==> src/rtl/i2s_pkg.sv <==
// Shared constants and state type for the I2S / left-justified receiver.
package i2s_pkg;
    localparam logic I2S_STD = 1'b0;
    localparam logic I2S_LJ  = 1'b1;

    typedef enum logic {UNSYNC, SYNC} rx_state_e;
endpackage

==> src/rtl/i2s_sync_deb.sv <==
// Two-flop synchroniser plus agreement debounce for one asynchronous pin.
module i2s_sync_deb (
    input  logic clk,
    input  logic reset_n,
    input  logic pin,
    output logic level
);
    logic meta_q, meta_d;
    logic sync_q, sync_d;
    logic prev_q, prev_d;
    logic level_q, level_d;

    always_comb begin
        meta_d  = pin;
        sync_d  = meta_q;
        prev_d  = sync_q;
        // a single-cycle excursion never produces two agreeing samples
        level_d = (sync_q == prev_q) ? sync_q : level_q;
    end

    always_ff @(posedge clk or negedge reset_n) begin
        if (!reset_n) begin
            meta_q  <= 1'b0;
            sync_q  <= 1'b0;
            prev_q  <= 1'b0;
            level_q <= 1'b0;
        end else begin
            meta_q  <= meta_d;
            sync_q  <= sync_d;
            prev_q  <= prev_d;
            level_q <= level_d;
        end
    end

    assign level = level_q;
endmodule

==> src/rtl/i2s_rx.sv <==
// I2S / left-justified receiver: pin conditioning, deserialiser, word sync,
// lost-clock detection and paired sample output.
//
// state  | meaning
// UNSYNC | no word boundary seen since reset/timeout/mode change; nothing committed
// SYNC   | aligned to word boundaries; each boundary commits the finished word
module i2s_rx
    import i2s_pkg::*;
#(
    parameter int WIDTH   = 16,
    parameter int TIMEOUT = 255
) (
    input  logic                    clk,
    input  logic                    reset_n,
    input  logic                    mode,
    input  logic                    bclk,
    input  logic                    ws,
    input  logic                    sd,
    output logic signed [WIDTH-1:0] left,
    output logic signed [WIDTH-1:0] right,
    output logic                    valid,
    output logic                    clk_ok
);
    localparam int CW = $clog2(WIDTH + 1);
    localparam int TW = $clog2(TIMEOUT + 1);
    localparam logic [WIDTH-1:0] MSB_BIT = {1'b1, {(WIDTH-1){1'b0}}};

    logic bclk_s, ws_s, sd_s;

    i2s_sync_deb u_deb_bclk (.clk(clk), .reset_n(reset_n), .pin(bclk), .level(bclk_s));
    i2s_sync_deb u_deb_ws   (.clk(clk), .reset_n(reset_n), .pin(ws),   .level(ws_s));
    i2s_sync_deb u_deb_sd   (.clk(clk), .reset_n(reset_n), .pin(sd),   .level(sd_s));

    rx_state_e        state_q, state_d;
    logic [WIDTH-1:0] sh_q, sh_d;
    logic [CW-1:0]    cnt_q, cnt_d;
    logic [TW-1:0]    tmo_q, tmo_d;
    logic [WIDTH-1:0] left_q, left_d;
    logic [WIDTH-1:0] right_q, right_d;
    logic             valid_q, valid_d;
    logic             pair_q, pair_d;
    logic             ws_last_q, ws_last_d;
    logic             bclk_prev_q, bclk_prev_d;
    logic             mode_q, mode_d;

    logic             bit_ev;
    logic [WIDTH-1:0] bit_mask;
    logic [WIDTH-1:0] word;
    logic [WIDTH-1:0] commit_val;

    assign bit_ev = bclk_s & ~bclk_prev_q;

    always_comb begin
        state_d     = state_q;
        sh_d        = sh_q;
        cnt_d       = cnt_q;
        tmo_d       = tmo_q;
        left_d      = left_q;
        right_d     = right_q;
        valid_d     = 1'b0;
        pair_d      = pair_q;
        ws_last_d   = ws_last_q;
        bclk_prev_d = bclk_s;
        mode_d      = mode;

        // bits past WIDTH fall off the end; short words keep zero LSBs
        bit_mask   = (cnt_q < CW'(WIDTH)) ? (MSB_BIT >> cnt_q) : '0;
        word       = sh_q | (sd_s ? bit_mask : '0);
        commit_val = (mode == I2S_STD) ? word : sh_q;

        if (bit_ev) begin
            tmo_d     = '0;
            ws_last_d = ws_s;
            if (ws_s != ws_last_q) begin
                if (state_q == SYNC) begin
                    if (ws_last_q == 1'b0) begin
                        left_d = commit_val;
                        pair_d = 1'b1;
                    end else begin
                        right_d = commit_val;
                        valid_d = pair_q;
                        pair_d  = 1'b0;
                    end
                end else begin
                    state_d = SYNC;
                    pair_d  = 1'b0;
                end
                if (mode == I2S_STD) begin
                    sh_d  = '0;
                    cnt_d = '0;
                end else begin
                    sh_d  = sd_s ? MSB_BIT : '0;
                    cnt_d = CW'(1);
                end
            end else begin
                sh_d = word;
                if (cnt_q < CW'(WIDTH)) cnt_d = cnt_q + CW'(1);
            end
        end else if (tmo_q >= TW'(TIMEOUT - 1)) begin
            tmo_d   = TW'(TIMEOUT);
            state_d = UNSYNC;
            left_d  = '0;
            right_d = '0;
            pair_d  = 1'b0;
        end else begin
            tmo_d = tmo_q + TW'(1);
        end

        if (mode != mode_q) begin
            state_d = UNSYNC;
            pair_d  = 1'b0;
            valid_d = 1'b0;
        end
    end

    always_ff @(posedge clk or negedge reset_n) begin
        if (!reset_n) begin
            state_q     <= UNSYNC;
            sh_q        <= '0;
            cnt_q       <= '0;
            tmo_q       <= '0;
            left_q      <= '0;
            right_q     <= '0;
            valid_q     <= 1'b0;
            pair_q      <= 1'b0;
            ws_last_q   <= 1'b0;
            bclk_prev_q <= 1'b0;
            mode_q      <= 1'b0;
        end else begin
            state_q     <= state_d;
            sh_q        <= sh_d;
            cnt_q       <= cnt_d;
            tmo_q       <= tmo_d;
            left_q      <= left_d;
            right_q     <= right_d;
            valid_q     <= valid_d;
            pair_q      <= pair_d;
            ws_last_q   <= ws_last_d;
            bclk_prev_q <= bclk_prev_d;
            mode_q      <= mode_d;
        end
    end

    assign left   = left_q;
    assign right  = right_q;
    assign valid  = valid_q;
    assign clk_ok = (state_q == SYNC);
endmodule

==> config.mk <==
export PLATFORM = sky130hd
export DESIGN_NAME = i2s_rx
export DESIGN_NICKNAME = d
export VERILOG_FILES = /design/src/rtl/i2s_pkg.sv /design/src/rtl/i2s_sync_deb.sv /design/src/rtl/i2s_rx.sv
export SDC_FILE = /design/constraint.sdc
export NUM_CORES = 1
export LEC_CHECK = 0
export ABC_CLOCK_PERIOD_IN_PS = 4850
export CAP_MARGIN = 25
export CORE_AREA = 2 2 79 88
export DETAILED_ROUTE_END_ITERATION = 10
export DIE_AREA = 0 0 81 90
export PLACE_DENSITY = 0.77
export SYNTH_ARGS = -nofsm -noshare
export SYNTH_HDL_FRONTEND = slang
export SYNTH_SLANG_ARGS = --single-unit
==> constraint.sdc <==
create_clock -name clk -period 4.85 [get_ports clk]
set_input_delay 0.97 -clock clk [delete_from_list [all_inputs] [get_ports clk]]
set_output_delay 0.97 -clock clk [all_outputs]
set_load 0.05 [all_outputs]
# Word-level counts from Yosys, hierarchy flattened
# Cells that the tools add are included.
# totals
ff_bits	79
inputBits	6
output_inout_bits	34
word_cells	82
# op_classes
n_addsub	2
order_cmp	2
eq_ne	10
shift	1
muxes	34
bitwise	3
reduce_logical	7
# op_table
operator	n
16-bit two-way mux	15
8-bit two-way mux	2
16-bit OR	1
16-bit by 5-bit >> shifter with 16-bit output, first input constant	1
1-bit two-way mux	15
5-bit two-way mux	2
8-bit by 1-bit adder with 8-bit output, second input constant	1
8-bit greater-or-equal comparator, second input constant	1
4-bit AND reduction	2
2-bit inequality test, second input constant	3
5-bit by 1-bit adder with 5-bit output, second input constant	1
5-bit < comparator, second input constant	1
2-bit AND reduction	2
2-bit nonzero test	2
1-bit equality test	3
3-bit by 1-bit inequality test with 1-bit output, second input constant	1
3-bit nonzero test	1
1-bit inequality test	2
2-bit by 1-bit inequality test with 1-bit output, second input constant	1
1-bit bitwise AND	1
1-bit NOT	1

# Logic depth before layout (Yosys ltp)
# logic_depth
ltp_word	9
ltp_mapped	6
ltp_nobuf	5

# Hierarchy
# Synthesis repeated with hierarchy kept, for this count alone.
# hier_totals
cells_unflattened	260
hier_area_um2	3224.3
# modules_own_cells
mod	n_inst	cells_each	area_each_um2	seq_area_each_um2
i2s_rx	1	245	2890.3	1676.6
i2s_sync_deb	3	5	111.4	100.1

# Least setup slack after synthesis
# Ideal clock, no wire load.
# synth_timing
path_kind	input -> register
startpoint	input mode
endpoint	register right_q[14], in the netlist right[14]
setup_ns	0.082
arrival_ns	1.784
t_required_ns	4.768
setup_slack_ns	2.984
stages	4
path_buffers	1
path_cell_list	clkbuf_1 > nor3b_1 > a31oi_1 > o22ai_1
# synth_via
elab_chain_cells	5
# synth_rtl
item	line	rtl
start: declaration	i2s_rx.sv:15	input logic mode,
16-bit two-way mux	i2s_rx.sv:69	commit_val = (mode == I2S_STD) ? word : sh_q;
16-bit two-way mux	i2s_rx.sv:76	if (ws_last_q == 1'b0) begin
16-bit two-way mux	i2s_rx.sv:75	if (state_q == SYNC) begin
16-bit two-way mux	i2s_rx.sv:74	if (ws_s != ws_last_q) begin
16-bit two-way mux	i2s_rx.sv:71	if (bit_ev) begin
end signal: assignment	i2s_rx.sv:135	right_q <= right_d;
end: declaration	i2s_rx.sv:39	logic [WIDTH-1:0] right_q, right_d;
# No other way between the ends. The select of a mux whose other input is x is not followed.
# A chain may end at the register's enable or synchronous reset.

# Worst setup path after layout
# layout_timing
startpoint	register state_q, in the netlist clk_ok
endpoint	output clk_ok
# layout_lines
item	line	rtl
start: declaration	i2s_rx.sv:34	rx_state_e state_q, state_d;
start signal: assignment	i2s_rx.sv:130	state_q <= state_d;
end: declaration	i2s_rx.sv:22	output logic clk_ok
# No word-level cell between the ends.

==> out/results.txt <==
Footprint of the multi-input gates: 1176 sq um
Crit path depth: 1
Die X: 81 um
Layout cells sized above 1: 7.965%
Top-area cell type share of the netlist area: 58.07%
CTS sink count: 79
Reg2reg path depth: 4
Setup TNS: 0 ns
Internal power: 1.540 mW
Max stage delay on crit path: 0.82 ns
Initial Utilization: 52.88%
Worst Tran Pin Value: 0.7987 ns
Site Rows: 31
# diodes: 0
Gr usage total: 21.42%
Ys flop type: dfrtp_1
Initial antenna violation count: 0
Largest net degree at the start of global routing: 80
Drt pass-1 iters: 4
H-tree depth: 3
Cells along the critical path: clkdlybuf4s50_1
Reg2Reg Setup Slack: 2.87 ns
Iteration-0 DRC Markers: 165
CTS max path bufs: 2
Final hold slack: 0.3514 ns
Worst slew margin: 46.70%
Period utilisation layout: 52.30%
FMAX: 394.2 MHz
CP Class: reg -> out
Leading cell types in the layout, fill and taps excluded: 79 x dfrtp_1, 38 x clkdlybuf4s50_1, 36 x inv_1, 36 x o22ai_1, 21 x nor2_1
Num CTS Buffers: 9
Critical-path cell with the highest stage delay: clkdlybuf4s50_1
Wire per inst: 16.84 um
Crit path max fanout: 3
Die Ht: 90 um
Layout Cells excl Fill: 421
Detailed-route DRC error count: 0
Clk_lat worst skew: 0.36 ns
Synthesized cell area: 3405 sq um
Post-synth EDFFs: 0
Most common cell after layout, fill and taps aside: dfrtp_1
FF+latch count, synth: 79
CTS-repair resized insts: 0
IO Pins: 40
Synth warnings: 0
Vias in the first global route: 2,435
Sequential cell area: 1977 sq um
Peak supply drop: 0.3456 mV
Post-synthesis sequential area ratio: 58.07%
Combinational Power Share: 42.5%
CP delay by family, top: buffers and inverters
Slew Limit Fails: 0
Synth Area per Inst: 11.31 sq um
Crit path time final: 2.536 ns
Area leader, netlist: dfrtp_1
DP Cell Count: 404
Outcome: finished, final reports clean
Final Util: 62.67%
Placer Congestion: 0.9333
Req. time, crit path: 3.88 ns
CP Launch Type: register
CTS tree: built
RSZ-0062 raised after global routing: no
Syn Inst Count: 301
DR vias: 2,446
Hold Path Class: reg -> reg
Post-CTS Setup Inserts: 0
Sw power: 1.156 mW
Worst Path Arrival: 1.57 ns
DP Wirelength: 4.716 mm
Setup crit start: clk_ok
Synth async-reset ratio: 100.0%
Synth area leaders: dfrtp_1 58%, o22ai_1 6.6%, inv_1 4.0%
GR Overflow Total: 0
Antenna viol nets, final: 0
Setup-failing EPs final: 0
Final Hold Vio Count: 0
FF-to-FF Start: tmo_q[1]
Worst path bufs/invs: 1
Count of cell types in the netlist: 45
Clock network fraction of total power: 20.0%
Critical Path Sink: clk_ok
Clock Skews: 0.01013 ns
Pleak: 1.848 nW
DRT Wirelength: 7.090 mm
Core ar.: 6439 sq um
I/O Buffers: 39
First-pass GRT wire length: 11.87 mm
Nature of the critical path endpoint: output port
Post-cts hold buffer count: 0
Via/cell ratio: 5.810
Die area: 7290 sq um
Worst R2R End: left[3]
Root buffer cell: clkbuf_8
Syn nets: 315
# fillers: 522
# Max-Cap Violations: 0
Pwr dens: 668.1 nW/um^2
Switching portion of total power: 42.87%
# nets final: 348
Flop pwr share: 37.6%
Clock slew at reported path FFs: 0.08 ns
Total power: 2.696 mW
Layout area overhead: 18.52%
## how the worst min path moves through the flow
| stage | start | end | slack [ns] | cells past startpoint |
|---|---|---|---|---|
| global placement | u_deb_sd.meta_q | u_deb_sd.prev_d | 0.33 | 0 |
| CTS | u_deb_sd.meta_q | u_deb_sd.prev_d | 0.35 | 0 |
| detailed placement | u_deb_sd.meta_q | u_deb_sd.prev_d | 0.33 | 0 |
| finish | u_deb_sd.meta_q | u_deb_sd.prev_d | 0.35 | 0 |
| floorplan | u_deb_bclk.meta_q | u_deb_bclk.prev_d | 0.33 | 0 |
| global route | u_deb_sd.meta_q | u_deb_sd.prev_d | 0.35 | 0 |
## routing by layer
| metal | GRT usage (%) | vias to the layer above | part of all wire (%) |
|---|---|---|---|
| li1 | - | 1154 | - |
| met1 | 27.69 | 1216 | 43 |
| met2 | 34.50 | 67 | 51 |
| met3 | 4.116 | 9 | 4.8 |
| met4 | 9.887 | 0 | 1.5 |
| met5 | 0 | - | 0 |
## through the flow
step	setup WS (ns)	instance area [sq um]
2_1_floorplan	2.984	3405
3_3_place_gp	2.305	3786
3_5_place_dp	2.260	3786
4_1_cts	2.288	4008
5_1_grt	2.265	4035
6_report	2.314	4035
## cells by family (layout without fill, tap and decap cells)
| kind of cell | Yosys count | after routing | share of synthesized area (%) |
|---|---|---|---|
| buffers and inverters | 56 | 94 | 7.387 |
| multiplexers | 2 | 2 | 0.5880 |
| AND/OR/NAND/NOR | 60 | 60 | 10.11 |
| adder cells (fa/ha/maj) | 11 | 11 | 3.822 |
| AO/OA/AOI/OAI | 88 | 88 | 18.74 |
| flip-flops | 79 | 79 | 58.07 |
| XOR/XNOR | 5 | 5 | 1.287 |
## synth_stat cells (all sizes together) (3+ instances only)
master and n:
dfrtp 79, inv 36, o22ai 36, nor2 22, a31oi 14, a41oi 14
a21oi 13, buf 11, ha 8, clkbuf 7, nand2 6, nor3 5
o21ai 4, and3b 3, maj3 3, nand2b 3, nor2b 3, nor3b 3
o32ai 3, xor2 3
## power groups by stage
stage	clock network [mW]	registers [mW]	logic, mW
floorplan	0	1.43	0.360
global placement	0	1.02	1.12
detailed placement	0	1.02	1.14
CTS	0.545	1.01	1.15
global route	0.575	1.04	1.22
finish	0.538	1.01	1.14
## registers in the layout (all words and copies together) (netlist names), 5 cells and up
name,cells
cnt_q,5
right,16
left,16
tmo_q,8
sh_q,16
## cell type report
| cell class | instances | area share (%) |
|---|---|---|
| flip-flops and latches | 79 | 48.99 |
| multi-input cells | 166 | 29.15 |
| repair buffers | 40 | 10.29 |
| inverters | 38 | 3.535 |
| clock buffers | 10 | 3.411 |
| well taps | 82 | 2.543 |
| clock inverters | 6 | 2.078 |
No activity file was read; power rests on OpenSTA's default activity.
